[src/rtl/gomoku_board_arbiter_if.sv]
`default_nettype none
// ============================================================================
// Module   : gomoku_board_arbiter_if
// Brief    : Client/RAM signal bundle for the gomoku board arbiter.
// Revision : 1.0
// ============================================================================
interface gomoku_board_arbiter_if;
    logic       clear_req;
    logic       memrst_done;
    logic       wr_req;
    logic [5:0] wr_addr;
    logic [1:0] wr_data;
    logic       wr_ack;
    logic       wr_reject;
    logic       chk_req;
    logic [5:0] chk_addr;
    logic       chk_ack;
    logic       chk_valid;
    logic [1:0] chk_rdata;
    logic       scan_req;
    logic [5:0] scan_addr;
    logic       scan_ack;
    logic       scan_valid;
    logic [1:0] scan_rdata;
    logic [5:0] ram_addr;
    logic       ram_we;
    logic [1:0] ram_wdata;
    logic [1:0] ram_rdata;

    modport slave (
        input  clear_req, wr_req, wr_addr, wr_data, chk_req, chk_addr,
               scan_req, scan_addr, ram_rdata,
        output memrst_done, wr_ack, wr_reject, chk_ack, chk_valid, chk_rdata,
               scan_ack, scan_valid, scan_rdata, ram_addr, ram_we, ram_wdata
    );

    modport master (
        output clear_req, wr_req, wr_addr, wr_data, chk_req, chk_addr,
               scan_req, scan_addr, ram_rdata,
        input  memrst_done, wr_ack, wr_reject, chk_ack, chk_valid, chk_rdata,
               scan_ack, scan_valid, scan_rdata, ram_addr, ram_we, ram_wdata
    );
endinterface
`default_nettype wire

[src/rtl/gomoku_board_arbiter.sv]
`default_nettype none
// ============================================================================
// Module   : gomoku_board_arbiter
// Brief    : Single-port 8x8 board RAM arbiter: clear sweep, writer priority,
//            round-robin checker/scanner reads. GOMOKU_OCCUPY_CHECK_EN adds a
//            read-before-write occupancy check (state WCHK).
// Revision : 1.0
// ============================================================================
module gomoku_board_arbiter (
    input  wire clk,
    input  wire rst_n,
    gomoku_board_arbiter_if.slave bus
);

`ifdef GOMOKU_OCCUPY_CHECK_EN
    typedef enum logic [1:0] {ST_SWEEP = 2'd0, ST_SERVE = 2'd1, ST_WCHK = 2'd2} state_t;
`else
    typedef enum logic [1:0] {ST_SWEEP = 2'd0, ST_SERVE = 2'd1} state_t;
`endif

    localparam logic [5:0] C_LAST_CELL = 6'd63;

    state_t     r_state;
    state_t     w_state_nxt;
    logic [5:0] r_cnt;
    logic [5:0] w_cnt_nxt;
    logic       r_live;
    logic       r_done;
    logic       w_done_nxt;
    logic       r_prefer_scan;
    logic       w_prefer_scan_nxt;
    logic       r_chk_valid;
    logic       r_scan_valid;
    logic       w_wr_ack;
    logic       w_wr_reject;
    logic       w_chk_ack;
    logic       w_scan_ack;
    logic [5:0] w_ram_addr;
    logic       w_ram_we;
    logic [1:0] w_ram_wdata;

    // r_live holds off the sweep for the first edge after reset release.
    always_ff @(posedge clk or negedge rst_n) begin
        if (!rst_n) begin
            r_state       <= ST_SWEEP;
            r_cnt         <= 6'd0;
            r_live        <= 1'b0;
            r_done        <= 1'b0;
            r_prefer_scan <= 1'b0;
            r_chk_valid   <= 1'b0;
            r_scan_valid  <= 1'b0;
        end else begin
            r_state       <= w_state_nxt;
            r_cnt         <= w_cnt_nxt;
            r_live        <= 1'b1;
            r_done        <= w_done_nxt;
            r_prefer_scan <= w_prefer_scan_nxt;
            r_chk_valid   <= w_chk_ack;
            r_scan_valid  <= w_scan_ack;
        end
    end

    always_comb begin
        w_state_nxt       = r_state;
        w_cnt_nxt         = r_cnt;
        w_done_nxt        = r_done;
        w_prefer_scan_nxt = r_prefer_scan;
        w_wr_ack          = 1'b0;
        w_wr_reject       = 1'b0;
        w_chk_ack         = 1'b0;
        w_scan_ack        = 1'b0;
        w_ram_addr        = 6'd0;
        w_ram_we          = 1'b0;
        w_ram_wdata       = 2'b00;

        case (r_state)
            ST_SWEEP: begin
                w_ram_addr = r_cnt;
                w_ram_we   = r_live;
                if (r_live) begin
                    w_cnt_nxt = r_cnt + 6'd1;
                    if (r_cnt == C_LAST_CELL) begin
                        w_state_nxt = ST_SERVE;
                        w_done_nxt  = 1'b1;
                    end
                end
            end
            ST_SERVE: begin
                if (bus.wr_req) begin
`ifdef GOMOKU_OCCUPY_CHECK_EN
                    w_ram_addr  = bus.wr_addr;
                    w_state_nxt = ST_WCHK;
`else
                    w_ram_addr  = bus.wr_addr;
                    w_ram_we    = 1'b1;
                    w_ram_wdata = bus.wr_data;
                    w_wr_ack    = 1'b1;
`endif
                end else if (bus.chk_req && (!bus.scan_req || !r_prefer_scan)) begin
                    w_chk_ack         = 1'b1;
                    w_ram_addr        = bus.chk_addr;
                    w_prefer_scan_nxt = 1'b1;
                end else if (bus.scan_req) begin
                    w_scan_ack        = 1'b1;
                    w_ram_addr        = bus.scan_addr;
                    w_prefer_scan_nxt = 1'b0;
                end
            end
`ifdef GOMOKU_OCCUPY_CHECK_EN
            // Writer keeps the RAM: the occupancy read from last cycle is on ram_rdata now.
            ST_WCHK: begin
                w_ram_addr  = bus.wr_addr;
                w_state_nxt = ST_SERVE;
                if (!bus.clear_req) begin
                    if (bus.ram_rdata == 2'b00) begin
                        w_ram_we    = 1'b1;
                        w_ram_wdata = bus.wr_data;
                        w_wr_ack    = 1'b1;
                    end else begin
                        w_wr_reject = 1'b1;
                    end
                end
            end
`endif
            default: begin
                w_state_nxt = ST_SWEEP;
            end
        endcase

        if (bus.clear_req) begin
            w_state_nxt = ST_SWEEP;
            w_cnt_nxt   = 6'd0;
            w_done_nxt  = 1'b0;
        end
    end

    assign bus.memrst_done = r_done;
    assign bus.wr_ack      = w_wr_ack;
    assign bus.wr_reject   = w_wr_reject;
    assign bus.chk_ack     = w_chk_ack;
    assign bus.scan_ack    = w_scan_ack;
    assign bus.chk_valid   = r_chk_valid;
    assign bus.scan_valid  = r_scan_valid;
    assign bus.chk_rdata   = r_chk_valid  ? bus.ram_rdata : 2'b00;
    assign bus.scan_rdata  = r_scan_valid ? bus.ram_rdata : 2'b00;
    assign bus.ram_addr    = w_ram_addr;
    assign bus.ram_we      = w_ram_we;
    assign bus.ram_wdata   = w_ram_wdata;

endmodule
`default_nettype wire

[src/flat_wrapper.sv]
// flat-port wrapper written by rule: the top's interface ports become plain ports
module gomoku_board_arbiter_flat 
  (clk, rst_n, bus_clear_req, bus_wr_req, bus_wr_addr, bus_wr_data, bus_chk_req, bus_chk_addr, bus_scan_req, bus_scan_addr, bus_ram_rdata, bus_memrst_done, bus_wr_ack, bus_wr_reject, bus_chk_ack, bus_chk_valid, bus_chk_rdata, bus_scan_ack, bus_scan_valid, bus_scan_rdata, bus_ram_addr, bus_ram_we, bus_ram_wdata);
  gomoku_board_arbiter_if bus_i ();
  input  wire clk;
  input  wire rst_n;
  input wire logic [$bits(bus_i.clear_req)-1:0] bus_clear_req;
  input wire logic [$bits(bus_i.wr_req)-1:0] bus_wr_req;
  input wire logic [$bits(bus_i.wr_addr)-1:0] bus_wr_addr;
  input wire logic [$bits(bus_i.wr_data)-1:0] bus_wr_data;
  input wire logic [$bits(bus_i.chk_req)-1:0] bus_chk_req;
  input wire logic [$bits(bus_i.chk_addr)-1:0] bus_chk_addr;
  input wire logic [$bits(bus_i.scan_req)-1:0] bus_scan_req;
  input wire logic [$bits(bus_i.scan_addr)-1:0] bus_scan_addr;
  input wire logic [$bits(bus_i.ram_rdata)-1:0] bus_ram_rdata;
  output wire logic [$bits(bus_i.memrst_done)-1:0] bus_memrst_done;
  output wire logic [$bits(bus_i.wr_ack)-1:0] bus_wr_ack;
  output wire logic [$bits(bus_i.wr_reject)-1:0] bus_wr_reject;
  output wire logic [$bits(bus_i.chk_ack)-1:0] bus_chk_ack;
  output wire logic [$bits(bus_i.chk_valid)-1:0] bus_chk_valid;
  output wire logic [$bits(bus_i.chk_rdata)-1:0] bus_chk_rdata;
  output wire logic [$bits(bus_i.scan_ack)-1:0] bus_scan_ack;
  output wire logic [$bits(bus_i.scan_valid)-1:0] bus_scan_valid;
  output wire logic [$bits(bus_i.scan_rdata)-1:0] bus_scan_rdata;
  output wire logic [$bits(bus_i.ram_addr)-1:0] bus_ram_addr;
  output wire logic [$bits(bus_i.ram_we)-1:0] bus_ram_we;
  output wire logic [$bits(bus_i.ram_wdata)-1:0] bus_ram_wdata;
  assign bus_i.clear_req = bus_clear_req;
  assign bus_i.wr_req = bus_wr_req;
  assign bus_i.wr_addr = bus_wr_addr;
  assign bus_i.wr_data = bus_wr_data;
  assign bus_i.chk_req = bus_chk_req;
  assign bus_i.chk_addr = bus_chk_addr;
  assign bus_i.scan_req = bus_scan_req;
  assign bus_i.scan_addr = bus_scan_addr;
  assign bus_i.ram_rdata = bus_ram_rdata;
  assign bus_memrst_done = bus_i.memrst_done;
  assign bus_wr_ack = bus_i.wr_ack;
  assign bus_wr_reject = bus_i.wr_reject;
  assign bus_chk_ack = bus_i.chk_ack;
  assign bus_chk_valid = bus_i.chk_valid;
  assign bus_chk_rdata = bus_i.chk_rdata;
  assign bus_scan_ack = bus_i.scan_ack;
  assign bus_scan_valid = bus_i.scan_valid;
  assign bus_scan_rdata = bus_i.scan_rdata;
  assign bus_ram_addr = bus_i.ram_addr;
  assign bus_ram_we = bus_i.ram_we;
  assign bus_ram_wdata = bus_i.ram_wdata;
  gomoku_board_arbiter u_core (.clk(clk), .rst_n(rst_n), .bus(bus_i));
endmodule
[config.mk]
export PLATFORM = sky130hd
export DESIGN_NAME = gomoku_board_arbiter_flat
export DESIGN_NICKNAME = d
export VERILOG_FILES = /design/src/rtl/gomoku_board_arbiter_if.sv /design/src/rtl/gomoku_board_arbiter.sv /design/src/flat_wrapper.sv
export SDC_FILE = /design/constraint.sdc
export NUM_CORES = 1
export LEC_CHECK = 0
export CORE_MARGIN = 2
export CORE_UTILIZATION = 38
export DETAILED_ROUTE_END_ITERATION = 10
export GPL_ROUTABILITY_DRIVEN = 0
export PLACE_DENSITY = 0.83
export SLEW_MARGIN = 20
export SYNTH_ARGS = -nofsm -noshare
export SYNTH_HDL_FRONTEND = slang
export SYNTH_SLANG_ARGS = --single-unit
[constraint.sdc]
create_clock -name clk -period 4.3 [get_ports clk]
set_input_delay 0.86 -clock clk [delete_from_list [all_inputs] [get_ports clk]]
set_output_delay 0.86 -clock clk [all_outputs]
set_load 0.01 [all_outputs]
# After elaboration in Yosys (flattened, before gate mapping)
# Index checks and enable logic that the tools add are counted.
# word_totals
register_bits	13
latch_bits	0
mem_bits_rw	0
mem_bits_ro	0
input_bits	28
output_inout_bits	20
wordCells	58
n_memories	0
# classes
n_addsub	1
mul	0
div	0
magnitude_cmp	0
n_eq_ne	5
n_shift	0
mux	31
bitwise_logic	1
n_reduce_logical	13
# op_table
operator	n
$mux W6	6
$mux W1	15
$mux W2	7
$pmux W6 S2	1
$reduce_and A3 Y1	3
$reduce_bool A2 Y1	4
$add A6 B1 Y6 const B	1
$eq A6 B6 Y1 const B	1
$ne A3 B2 Y1 const B	2
$pmux W2 S2	1
$eq A2 B1 Y1 const B	1
$logic_not A1 Y1	2
$logic_not A2 Y1	1
$ne A2 B2 Y1 const B	1
$pmux W1 S2	1
$reduce_and A2 Y1	1
$logic_and A1 B1 Y1	1
$logic_or A1 B1 Y1	1
$not A1 Y1	1

# Logic depth before layout (Yosys ltp)
# logic_depth
ltp_word	6
ltp_mapped	5
depth_no_buf	5

# Worst setup path before layout
# Ideal clock, no wire load.
# synth_timing
kind	input to output
startpoint	in bus_wr_req
endpoint	out bus_ram_addr[0]
arrival_ns	1.694
required_ns	3.440
slack_ns	1.746
cell_stages	5
path_buffers	2
path_cell_list	buf_4 > nor2b_4 > and3_4 > buf_6 > a221o_1
# synth_between
elab_chain_cells	2
# synth_rtl
element	line_no	rtl
start: declaration	flat_wrapper.sv:8	input wire logic [$bits(bus_i.wr_req)-1:0] bus_wr_req;
$mux W6	gomoku_board_arbiter.sv:89	if (bus.wr_req) begin
$pmux W6 S2	gomoku_board_arbiter.sv:76	case (r_state)
end: declaration	flat_wrapper.sv:25	output wire logic [$bits(bus_i.ram_addr)-1:0] bus_ram_addr;
# No other way between the ends.

# Worst setup path after layout
# layout_timing
startpoint	in bus_wr_req
endpoint	out bus_ram_addr[1]
# The elaborated chain is that of the path after synthesis.

==> out/results.txt <==
DP Cell Count: 152
CP max stage cell: clkdlybuf4s50_1
H-tree depth: 1
Worst Setup End Kind: primary output
Min cycle time layout: 3.547 ns
Multi-input logic area: 409.1 sq um
Yosys cell types: 27
Max Freq: 281.9 MHz
Yosys warnings: 0
DRT Pass-1 Iters: 4
Total negative slack: 0 ns
Ys flop type: dfrtp_1
Worst Path Arrival: 2.69 ns
GRT Total Usage: 0.1741
Critical path class: input pin to primary output
Final ANT Viol Nets: 0
Post-route clock period utilization: 0.8250
Max-cap viol count: 0
Gate count of the mapped netlist: 86
Crit path max fanout: 9
Seq/Total Area, Yosys: 0.3987
Congestion Overflow GR: 0
Final Slew Violations: 0
EDFF count, synth: 0
Cell Rows: 16
Total power: 0.2653 mW
Worst skew pair latency: 0.29 ns
Fin. Hold Viols: 0
Mapped Nets: 115
CP required: 3.44 ns
Clk slew on worst S/H paths: 0.08 ns
Mean Syn Cell Area: 8.758 sq um
Relative slew slack: 0.6171
Initial Util: 0.3919
Type of the tightest min-delay check: register to register
RSZ-0062 raised after global routing: false
DR iter-0 viols: 6
Non-Filler Instances: 156
Ant diodes: 0
Crit path capture: bus_ram_addr[1]
Sequential Area: 300.3 sq um
Reg2reg start: u_core.r_state[0]
Root Driver: clkbuf_4
Die Area: 0.002354 sq mm
Max VDD drop: 0.1770 mV
Worst path most repeated cell: clkdlybuf4s50_1
CTS tree: done
Crit path largest cell delay: 0.57 ns
Detailed Place HPWL: 1509 um
PortBufs: 46
Worst-path cell chain: clkdlybuf4s50_1 -> nor2b_4 -> and3_1 -> a221o_1 -> clkdlybuf4s50_1
Setup violations, final: 0
Worst R2R End: u_core.r_cnt[5]
Top Ports: 48
Die height: 48.52 um
Crit path from: bus_wr_req
Largest net degree at the start of global routing: 18
Vias in the first global route: 709
Routed vias/inst: 5.013
Synth-to-layout area growth: 64.62%
Hold_buf cts: 0
CORE AREA: 0.001922 sq mm
Worst hold stages: 1
Chip Width: 48.52 um
Leakage: 0.5309 nW
DRC: 0
Clock Tree Buf Depth: 2
Total of fill cells in the finished design: 179
Initial antenna violation count: 0
Status: complete, no violations
Resized cells post-CTS: 0
Share of layout cells above drive strength 1: 0.04651
Final Util: 0.6452
Layout net count: 159
Wire per inst: 12.47 um
Startpoint class of the critical path: input pin
Num CTS Buffers: 3
Post-synthesis cell area: 753.2 sq um
TritonCTS Sinks: 12
Reg2reg setup slack: 2.68 ns
Pwr dens: 214.0 mW/mm^2
Post-CTS setup buffer count: 0
Post-synthesis sequential element count: 12
Slew @ Worst Pin: 0.5732 ns
Skew final: 0.002295 ns
Global-route wire length before repair: 3201 um
Routed WL: 1946 um
Asr flop ratio synth: 1.000
Reg2Reg Depth: 4
Via count: 782
## metrics by stage
stage	cell area [sq um]	setup WS, ns	hold WS, ns
2_1_floorplan	753.2	1.746	0.4634
3_3_place_gp	1204	0.7885	0.4847
3_5_place_dp	1204	0.7275	0.5018
4_1_cts	1240	0.7239	0.5128
5_1_grt	1240	0.6262	0.5279
6_report	1240	0.7526	0.5119
## per-layer routing
layer,GRT usage,vias up,wire (um),part of all wire
li1,-,380,-,-
met1,0.1988,364,796,0.41
met2,0.2963,33,963,0.49
met3,0.05247,5,146,0.075
met4,0.08571,0,39,0.020
met5,0,-,0,0
## cells by family after synthesis
kind of cell             count (synthesis)  share of synthesized area
flip-flops                              12                     0.3987
buffers and inverters                    7                    0.05814
AO/OA/AOI/OAI                           18                     0.1711
adder cells (fa/ha/maj)                  1                    0.01661
multiplexers                             1                    0.01329
AND/OR/NAND/NOR                         40                     0.2741
other                                    2                   0.009970
XOR/XNOR                                 5                    0.05814
## worst max-delay path: cells and delay by family
family / cells / cell delay (ns)
buffers and inverters: 2 / 1.11
and+or+nand+nor: 2 / 0.53
AOI/OAI and AO/OA: 1 / 0.19
## layout make-up
type / count / share of cell area
clock buffer: 4 / 0.02926
timing repair buffer: 46 / 0.3713
sequential: 12 / 0.2422
tap: 27 / 0.02725
multi-input combinational: 67 / 0.3300
## cell usage in the layout, fill, tap and decap left out, drive strengths merged, types with 2 or more instances in the layout
master	instances
clkbuf	4
conb	2
clkdlybuf4s50	46
nor2	14
xor2	4
and2	5
dfrtp	12
a221o	6
and3	6
nand2	8
nor2b	3
a21oi	8
## where the power goes
part,switching [mW],total (mW),internal (mW)
sequential,0.00342,0.119,0.116
combinational,0.0182,0.0517,0.0335
clock,0.0424,0.0941,0.0517
total,0.0641,0.265,0.201
## synth_stat cells, types with 2 or more instances
cell type | count | share of area
a21oi_1 | 8 | 0.053
a221o_1 | 6 | 0.080
and2_1 | 5 | 0.042
and3_1 | 5 | 0.042
buf_2 | 2 | 0.013
buf_4 | 2 | 0.020
clkbuf_1 | 2 | 0.010
conb_1 | 2 | 0.010
dfrtp_1 | 12 | 0.40
nand2_1 | 8 | 0.040
nor2_1 | 14 | 0.070
nor2b_1 | 2 | 0.017
xor2_1 | 4 | 0.047
## how the worst min path moves through the flow
stage | from | endpoint
after floorplan | u_core.r_prefer_scan | u_core.r_prefer_scan
final | u_core.r_prefer_scan | u_core.r_prefer_scan
after global routing | u_core.r_prefer_scan | u_core.r_prefer_scan
after CTS | u_core.r_prefer_scan | u_core.r_prefer_scan
after global placement | u_core.r_prefer_scan | u_core.r_prefer_scan
after detailed placement | u_core.r_prefer_scan | u_core.r_prefer_scan
## registers in the layout (all words and copies together), names as in the netlist
name / flops
u_core.r_state: 1
u_core.r_live: 1
u_core.r_prefer_scan: 1
u_core.r_cnt: 6
u_core.bus.chk_valid: 1
u_core.bus.scan_valid: 1
u_core.bus.memrst_done: 1
(Power assumes the default switching activity.)
